`src/rtl/eq_pkg.sv`:
```
// Shared equaliser definitions: band count, gain field format and gain controller states.
package eq_pkg;

    localparam int NUMBER_OF_FILTERS = 10;
    localparam int GAIN_BITS         = 4;
    localparam int BAND_BITS         = 4;
    localparam int DEFAULT_GAIN      = 1;
    localparam int RAMP_SAMPLES      = 8;

    typedef logic [GAIN_BITS-1:0] gain_t;

    typedef enum logic {
        IDLE = 1'b0,
        RAMP = 1'b1
    } state_t;

endpackage

```
`src/rtl/gain_stepper.sv`:
```
// One band of the ramp: moves live one LSB toward target when step is high.
module gain_stepper #(
    parameter int GAIN_BITS = 4
) (
    input  logic [GAIN_BITS-1:0] live,
    input  logic [GAIN_BITS-1:0] target,
    input  logic                 step,
    output logic [GAIN_BITS-1:0] next_live,
    output logic                 eq
);

    always_comb begin
        eq        = (live == target);
        next_live = live;
        if (step && (live < target))
            next_live = live + 1'b1;
        else if (step && (live > target))
            next_live = live - 1'b1;
    end

endmodule

```
`src/rtl/eq_gain_ctrl.sv`:
```
// Per-band gain producer for the equaliser: shadow writes, commit to target,
// then click-free ramp of the live gains paced by the sample strobe.
module eq_gain_ctrl
    import eq_pkg::*;
#(
    parameter int NUMBER_OF_FILTERS = eq_pkg::NUMBER_OF_FILTERS,
    parameter int GAIN_BITS         = eq_pkg::GAIN_BITS,
    parameter int DEFAULT_GAIN      = eq_pkg::DEFAULT_GAIN,
    parameter int RAMP_SAMPLES      = eq_pkg::RAMP_SAMPLES,
    parameter int BAND_BITS         = eq_pkg::BAND_BITS
) (
    input  logic                                   clk,
    input  logic                                   reset_n,
    input  logic                                   sample_en,
    input  logic                                   wr_valid,
    output logic                                   wr_ready,
    input  logic [BAND_BITS-1:0]                   wr_band,
    input  logic [GAIN_BITS-1:0]                   wr_gain,
    input  logic                                   commit_valid,
    output logic                                   commit_ready,
    output logic [NUMBER_OF_FILTERS*GAIN_BITS-1:0] gain_out,
    output logic                                   ramp_busy,
    output logic                                   ramp_done,
    output logic                                   err_band
);

    localparam int CNT_W = (RAMP_SAMPLES > 1) ? $clog2(RAMP_SAMPLES) : 1;
    localparam logic [CNT_W-1:0] CNT_LAST = CNT_W'(RAMP_SAMPLES - 1);

    typedef logic [NUMBER_OF_FILTERS-1:0][GAIN_BITS-1:0] bank_t;
    localparam bank_t DEF_BANK = {NUMBER_OF_FILTERS{GAIN_BITS'(DEFAULT_GAIN)}};

    state_t                         state, state_nxt;
    logic [CNT_W-1:0]               cnt, cnt_nxt;
    bank_t                          live, target, shadow, shadow_nxt, live_nxt;
    logic [NUMBER_OF_FILTERS-1:0]   eq_vec;
    logic                           all_eq, step, commit_acc, ramp_end, done_q;

    assign wr_ready   = 1'b1;
    assign gain_out   = live;
    assign all_eq     = &eq_vec;
    assign commit_acc = commit_valid & commit_ready;
    assign ramp_done  = done_q | ramp_end;

    // Same-cycle write is folded in here so a commit copies it too.
    always_comb begin
        shadow_nxt = shadow;
        for (int i = 0; i < NUMBER_OF_FILTERS; i++)
            if (wr_valid && (int'(wr_band) == i))
                shadow_nxt[i] = wr_gain;
    end

    for (genvar b = 0; b < NUMBER_OF_FILTERS; b++) begin : g_band
        gain_stepper #(.GAIN_BITS(GAIN_BITS)) u_step (
            .live      (live[b]),
            .target    (target[b]),
            .step      (step),
            .next_live (live_nxt[b]),
            .eq        (eq_vec[b])
        );
    end

    always_ff @(posedge clk or negedge reset_n) begin
        if (!reset_n) begin
            state <= IDLE;
            cnt   <= '0;
        end else begin
            state <= state_nxt;
            cnt   <= cnt_nxt;
        end
    end

    always_comb begin
        state_nxt    = state;
        cnt_nxt      = cnt;
        step         = 1'b0;
        commit_ready = 1'b0;
        ramp_busy    = 1'b0;
        ramp_end     = 1'b0;
        case (state)
            IDLE: begin
                commit_ready = 1'b1;
                if (commit_valid) begin
                    cnt_nxt = '0;
                    if (shadow_nxt != live)
                        state_nxt = RAMP;
                end
            end
            RAMP: begin
                ramp_busy = 1'b1;
                if (all_eq) begin
                    state_nxt = IDLE;
                    ramp_end  = 1'b1;
                end else if (sample_en) begin
                    if (cnt == CNT_LAST) begin
                        cnt_nxt = '0;
                        step    = 1'b1;
                    end else begin
                        cnt_nxt = cnt + 1'b1;
                    end
                end
            end
            default: state_nxt = IDLE;
        endcase
    end

    always_ff @(posedge clk or negedge reset_n) begin
        if (!reset_n) begin
            live     <= DEF_BANK;
            target   <= DEF_BANK;
            shadow   <= DEF_BANK;
            done_q   <= 1'b0;
            err_band <= 1'b0;
        end else begin
            live     <= live_nxt;
            shadow   <= shadow_nxt;
            err_band <= wr_valid && (int'(wr_band) >= NUMBER_OF_FILTERS);
            done_q   <= commit_acc && (shadow_nxt == live);
            if (commit_acc)
                target <= shadow_nxt;
        end
    end

endmodule

```
`config.mk`:
```
export PLATFORM = sky130hd
export DESIGN_NAME = eq_gain_ctrl
export DESIGN_NICKNAME = d
export VERILOG_FILES = /design/src/rtl/eq_pkg.sv /design/src/rtl/gain_stepper.sv /design/src/rtl/eq_gain_ctrl.sv
export SDC_FILE = /design/constraint.sdc
export NUM_CORES = 1
export LEC_CHECK = 0
export CORE_MARGIN = 5
export CORE_UTILIZATION = 49
export DETAILED_ROUTE_END_ITERATION = 6
export GPL_TIMING_DRIVEN = 0
export HOLD_SLACK_MARGIN = 0.06
export PLACE_DENSITY = 0.67
export SETUP_SLACK_MARGIN = 0.4
export SLEW_MARGIN = 20
export SYNTH_ARGS = -nofsm -noshare
export SYNTH_HDL_FRONTEND = slang
export SYNTH_SLANG_ARGS = --single-unit
```
`constraint.sdc`:
```
create_clock -name clk -period 5.02 [get_ports clk]
set_input_delay 1.004 -clock clk [delete_from_list [all_inputs] [get_ports clk]]
set_output_delay 1.004 -clock clk [all_outputs]
set_load 0.02 [all_outputs]
```
Yosys cells after proc, flatten, opt, wreduce, memory -nomap -nowiden
Index checks and enable logic that the tools add are counted.
Word-level totals
  memories kept: 0
  output and inout port bits: 45
  bits in writable memories: 0
  ROM bits: 0
  input bits: 13
  register bits after elaboration: 126
  bits in latches: 0
Operators by class
  shift operators: 0
  $lt $le $gt $ge: 21
  bitwise operators: 3
  multiply operators: 0
  divide/modulo/power cells: 0
  add/subtract/negate cells: 21
  eq/ne operators: 25
  mux-type cells: 47
  reductions and logical operators: 45
Operators with widths (number)
  $mux 4: 30
  $add 4x1->4 const B: 10
  $eq 4x4->1: 10
  $eq 40x40->1: 1
  $gt 4x4->1: 10
  $lt 4x4->1: 10
  $ne 40x40->1: 1
  $sub 4x1->4 const B: 10
  $logic_and 1x1->1: 32
  $eq 4x4->1 const B: 6
  $reduce_bool 2->1: 10
  $mux 3: 4
  $mux 1: 11
  $reduce_and 10->1: 1
  $eq 4x3->1 const B: 2
  $ne 2x2->1 const B: 3
  $pmux 3 s2: 1
  $eq 4x2->1 const B: 1
  $ge 4x4->1 const B: 1
  $logic_not 4->1: 1
  $add 3x1->3 const B: 1
  $eq 3x3->1 const B: 1
  $reduce_and 3->1: 1
  $pmux 1 s2: 1
  other kinds (3): 3

Logic depth before layout (Yosys ltp)
  word-level depth: 8
  gate-level depth with buffers: 18

Hierarchy
A second synthesis with hierarchy kept.
Unflattened totals
  cells, all modules: 1064
  area total of the unflattened synthesis: 9457.8 um^2
By module, submodules not included
  eq_gain_ctrl: cells an instance 624, sequential area each 3190.6 um^2, instances 1, area an instance 6117.1 um^2
  gain_stepper: cells an instance 44, sequential area each 0.0 um^2, instances 10, area an instance 334.1 um^2

Worst setup path after synthesis
Ideal clock, no wire load.
  path kind: reg-to-reg
  from: register live, in the netlist gain_out[36]
  to: register live, in the netlist gain_out[23]
  required time: 4887 ps
  setup time: 133 ps
  path slack: 1124 ps
  path buffers: 4
  arrival: 3762 ps
  cell stages (with the launch flop): 19
  cell sequence: dfstp_2 > clkbuf_1 > inv_1 > ha_1 > nand4_1 > nor4_1 > a31oi_1 > and3_1 > clkbuf_1 > clkbuf_1 > clkbuf_1 > nand2_1 > ha_1 > a21o_1 > a21oi_1 > nand2_1 > mux2i_1 > nand2_1 > xnor2_1
On the way
  word-level cells in the longest chain between the ends: 6
  elaborated cells between the ends (all ways): 8
  those cells by class: eq/ne: 1; mux: 3; reduce/logical: 4
RTL lines
  start, declared: RTL line eq_gain_ctrl.sv:35  | bank_t live, target, shadow, shadow_nxt, live_nxt;
  start signal, assigned: RTL line eq_gain_ctrl.sv:115  | live <= live_nxt;
  $eq 4x4->1 (*): RTL line gain_stepper.sv:13  | eq = (live == target);
  $reduce_and 10->1 (*): RTL line eq_gain_ctrl.sv:41  | assign all_eq = &eq_vec;
  $mux 1 (*): RTL line eq_gain_ctrl.sv:91  | if (all_eq) begin
  $mux 1 (*): RTL line eq_gain_ctrl.sv:80  | case (state)
  $logic_and 1x1->1, on equally long branches: RTL line gain_stepper.sv:15, gain_stepper.sv:17
  $mux 4 or $reduce_bool 2->1 (tied branches)
Mark *: on every way between the ends. The rest lies on a longest branch, timed or not.
A chain may end at the register's enable or synchronous reset.

Final worst setup path
  from: register live, in the netlist gain_out[36]
  to: register live, in the netlist gain_out[39]
On the way
  word-level cells in the longest chain between the ends: 6
  elaborated cells between the ends (all ways): 13
  those cells by class: add/sub: 2; order compare: 2; eq/ne: 1; mux: 4; reduce/logical: 4
RTL lines (RTL line)
  $eq 4x4->1: gain_stepper.sv:13
  $reduce_and 10->1: eq_gain_ctrl.sv:41
  $mux 1: eq_gain_ctrl.sv:91
  $mux 1: eq_gain_ctrl.sv:80
  $logic_and 1x1->1, on equally long branches: gain_stepper.sv:15, gain_stepper.sv:17
  $mux 4 or $reduce_bool 2->1 (tied branches)
Parallel ways exist; a longest one is shown, timed or not. The select of a mux whose other input is x is not followed.

==> summary by stage <==
Floorplan
During I/O placement, the number of pins put on the boundary was slightly below 60. The width of the die is 138 microns. From bottom edge to top edge, the die measures 138 microns. The starting density of the core is 50.3%.

The floorplan has 46 rows. The die covers 19100 sq um. The total area inside the core boundary comes to 16000 sq um.

Timing
Setup repair after global routing left no endpoint under its margin. The final hold violation count was 0. Setup violations remaining at the end of the flow were counted as 0. The final critical path takes up 86.5% of the cycle. The fmax is around 230 MHz. The accumulated negative setup slack is 0 ns. The headroom to the max-slew limit is 37.0%.

After layout, the minimum clock period comes to 4.34 ns. The worst clock skew on the final layout is 0.00511 ns. At the pin with the least slew margin, the transition time is 0.945 ns. The number of max-slew violations in the final report is 0.

Hold path
The path type of the worst min-delay path is reg -> reg.

Pwr
Per report_power, the sequential group accounts for between 30% and 40% of the total. The switching power share of the total is 40.2%. The internal cell power is 3500 uW. The power dissipated by switching net loads is around 2400 uW. The combinational fraction of design power is 45.6%. Of the total power, the clock network draws 22.5%. The power per cell area is 611 nW/um^2. The static leakage power is 0.00429 uW. Across the VDD grid, the largest voltage drop is 0.337 mV.

Worst setup path
In this run the register-to-register setup slack is 0.68 ns. The delay of the slowest critical-path stage is 0.55 ns. The worst register-to-register path ends at gain_out[39]. The critical path in this run is classified as reg -> reg. The slowest cell on the critical path is dfstp_2. The worst path required time is 5.32 ns.

The critical path ends at gain_out[39]. STA classifies the critical path endpoint as a flop. The number of cells on the worst reg-to-reg path is 19. The sort of element at the start of the critical path is a flop. Walking the worst path, the cells encountered are clkbuf_2 > inv_1 > ha_1 > nand4_1 > nor4_4 > buf_4 > a31oi_4 > and3_1 > clkbuf_4 > buf_4 > buf_4 > nand2_1 > ha_1 > a21o_1 > a21oi_1 > nand2_1 > mux2i_1 > nand2_1 > xnor2_1. The source of the critical timing path is gain_out[36]. The largest fanout on the critical path is 10.

The launching point of the worst reg2reg path is gain_out[36]. At the worst endpoint, the arrival time is 4.65 ns.

Synthesis
Yosys attributes the largest share of cell area to dfrtp_1 (30%), dfstp_2 (9.8%), ha_1 (9.6%). Counting instances in the post-synthesis netlist gives the leading cell types as nand2_1 (122), dfrtp_1 (96), o21ai_0 (89). Counting distinct cell types in the post-synthesis netlist gives 72. Of the post-synthesis cell area, the dominant cell type holds between 20% and 30%.

Yosys instantiated no cell more often than nand2_1. The total nets after synthesis is 964. The proportion of synthesized chip area in sequential cells is 39.6%. The mapped cell area is approximately 8100 sq um. The most used flip-flop cell after synthesis is dfrtp_1. The synthesized design contains 126 register bits. The leading area contributor after synthesis is dfrtp_1. The number of instances in the synthesized netlist is approximately 880.

For this run, asynchronously set or reset flops after synthesis account for 100%. Yosys printed 0 warnings. The mean instance size in the synthesized netlist is between 9 and 10 sq um. In this run, synthesis inferred 0 flip-flops with an integrated enable.

Global route
The overall overflow remaining after global route is 0. The first global-routing pass estimated 38800 microns of wire. Global routing used about a quarter of the available tracks across all layers. The maximum number of pins on one net before global-route repair is 66. The number of antenna violations at the first check in global routing is 0. The number of global-route vias before repair is roughly 6.7k.

Clocking
The deepest clock path buffer count is 2. The number of hold buffers added after CTS was 0. TritonCTS built the clock tree. The total clock buffers created by CTS is 17.

The tree is rooted in a clkbuf_16. Clock-pin slew was measured on the worst setup and hold paths at 0.05 ns. The clock latency reported for the late side of the worst-skew pair is 0.43 ns.

The H-tree was split into 4 levels. The number of sinks driven by the clock tree is 126.

Placed design
The number of placed instances, taps included, is 1149. The number of input and output port buffers inserted is 53. The placed instance area is 8880 sq um. The wire-length estimate of the detail-placed layout is 17900 microns. The final weighted congestion of routability-driven global placement is 1.01.

Run
The number of maximum-capacitance violations is 0.

Detailed routing
Across all layers, the routed design uses 6907 vias. The number of vias per cell after detailed routing is 5.83. The post-detailed-route DRC marker count is 0. The routed wirelength normalized by instance count is between 20 and 25 microns. The post-detailed-route count of antenna-violating nets is 0. The aggregate routed wire length is 24500 microns. The DRC violation total after the first TritonRoute iteration is roughly 700. The first-pass iteration count of the detailed router is 5.

Final layout
Cells with a size suffix above 1 make up 10.2% of the layout. The signed area change from the synthesized netlist to the final layout is 19.2%. Cells fill 60.0% of the core in the end. The number of antenna diodes is 0. The net count of the finished layout is around 1.0k. The finished layout cell area is approximately 9600 sq um. Fill cells in the final layout number 1456.

Excluding fillers, the count of instances in the completed layout stands at 1184.

Run status
The flow ran to the end, and the final reports show no timing, DRC or antenna violations.
==> state kept, by name, indices dropped and copies added, names as in the netlist <==
name and count:
cnt 3, target 40, done_q 1, state 1, shadow 40, gain_out 40, err_band 1
==> cell families after synthesis <==
group / after synthesis / share of synthesized area (%)
and+or+nand+nor: 280 / 17.8
AOI/OAI and AO/OA: 218 / 16.2
DFF: 126 / 39.6
buffers and inverters: 106 / 5.27
adders and majority gates: 72 / 12.1
xor gates and xnor gates: 45 / 4.90
muxes: 31 / 4.04
other: 1 / 0.0466
==> layer usage <==
layer	wire length, microns	up-vias	track usage, %
li1	-	3253	-
met1	11200	3341	37.0
met2	10800	261	38.6
met3	1740	52	6.21
met4	717	0	9.98
met5	0	-	0
==> cells in the final DEF (no fill, tap or decap), types with 7 or more instances in the layout <==
cell | netlist | layout
nand2_1 | 122 | 122
a21o_1 | 12 | 12
nor2b_1 | 20 | 20
dfstp_2 | 30 | 30
clkbuf_16 | 0 | 17
nand3_1 | 10 | 10
buf_4 | 2 | 7
ha_1 | 62 | 62
nor4_1 | 10 | 8
inv_1 | 75 | 75
o21ai_0 | 89 | 89
nor2_1 | 30 | 30
mux2i_1 | 19 | 19
nand4_1 | 17 | 17
nand2b_1 | 18 | 18
dfrtp_1 | 96 | 96
o22ai_1 | 10 | 10
mux2_2 | 12 | 12
clkbuf_1 | 23 | 24
clkdlybuf4s50_1 | 0 | 52
a21oi_1 | 50 | 50
xor2_1 | 14 | 14
nor3_1 | 11 | 11
xnor2_1 | 31 | 31
fa_1 | 10 | 10
==> timing repair <==
item / CTS / global route
pin swaps: 0 / 3
cloned: 0 / 0
buffers inserted: 0 / 3
endpoints found under the setup margin: 30 / 10
gates resized for setup: 11 / 4
==> through the flow <==
stage	setup WS [ns]	hold slack [ns]	power (uW)
after floorplan	1.12	0.441	3550
after global placement	-2.07	0.451	4440
after detailed placement	-1.14	0.455	4480
after CTS	0.450	0.464	5850
after global routing	0.413	0.499	6310
final	0.678	0.464	5860
==> critical path: cells and delay by family (launching register included) <==
family	cells	cell delay, ns
mux	1	0.15
xor+xnor	1	0.13
compound gates	3	0.54
fa+ha+maj	2	0.60
flops	1	0.55
buf+inv	6	1.34
simple gates	6	0.88
==> worst min path at each step <==
stage	slack, ns	start	endpoint	cells after the start
3_5_place_dp	0.45	target[36]	target[36]	2
3_3_place_gp	0.45	target[36]	target[36]	2
2_1_floorplan	0.44	target[28]	target[28]	2
6_report	0.46	target[36]	target[36]	2
5_1_grt	0.50	target[36]	target[36]	2
4_1_cts	0.46	target[36]	target[36]	2
==> power by group through the flow <==
| stage | Clock (uW) | Combinational (uW) | Sequential, uW |
|---|---|---|---|
| 3_3_place_gp | 0 | 2560 | 1880 |
| 4_1_cts | 1340 | 2640 | 1870 |
| 5_1_grt | 1390 | 2990 | 1930 |
| 2_1_floorplan | 0 | 1640 | 1910 |
| 6_report | 1320 | 2670 | 1870 |
| 3_5_place_dp | 0 | 2600 | 1880 |
==> area by class of cell <==
cell class | count | area [sq um] | share of cell area (%)
multi-input cells | 647 | 4480 | 46.7
flip-flops and latches | 126 | 3190 | 33.3
repair buffers | 57 | 586 | 6.10
clock buffers | 26 | 499 | 5.20
inverters | 75 | 282 | 2.93
well taps | 216 | 270 | 2.82
plain buffers | 31 | 155 | 1.62
clock inverters | 6 | 130 | 1.36
(Power assumes the default switching activity.)
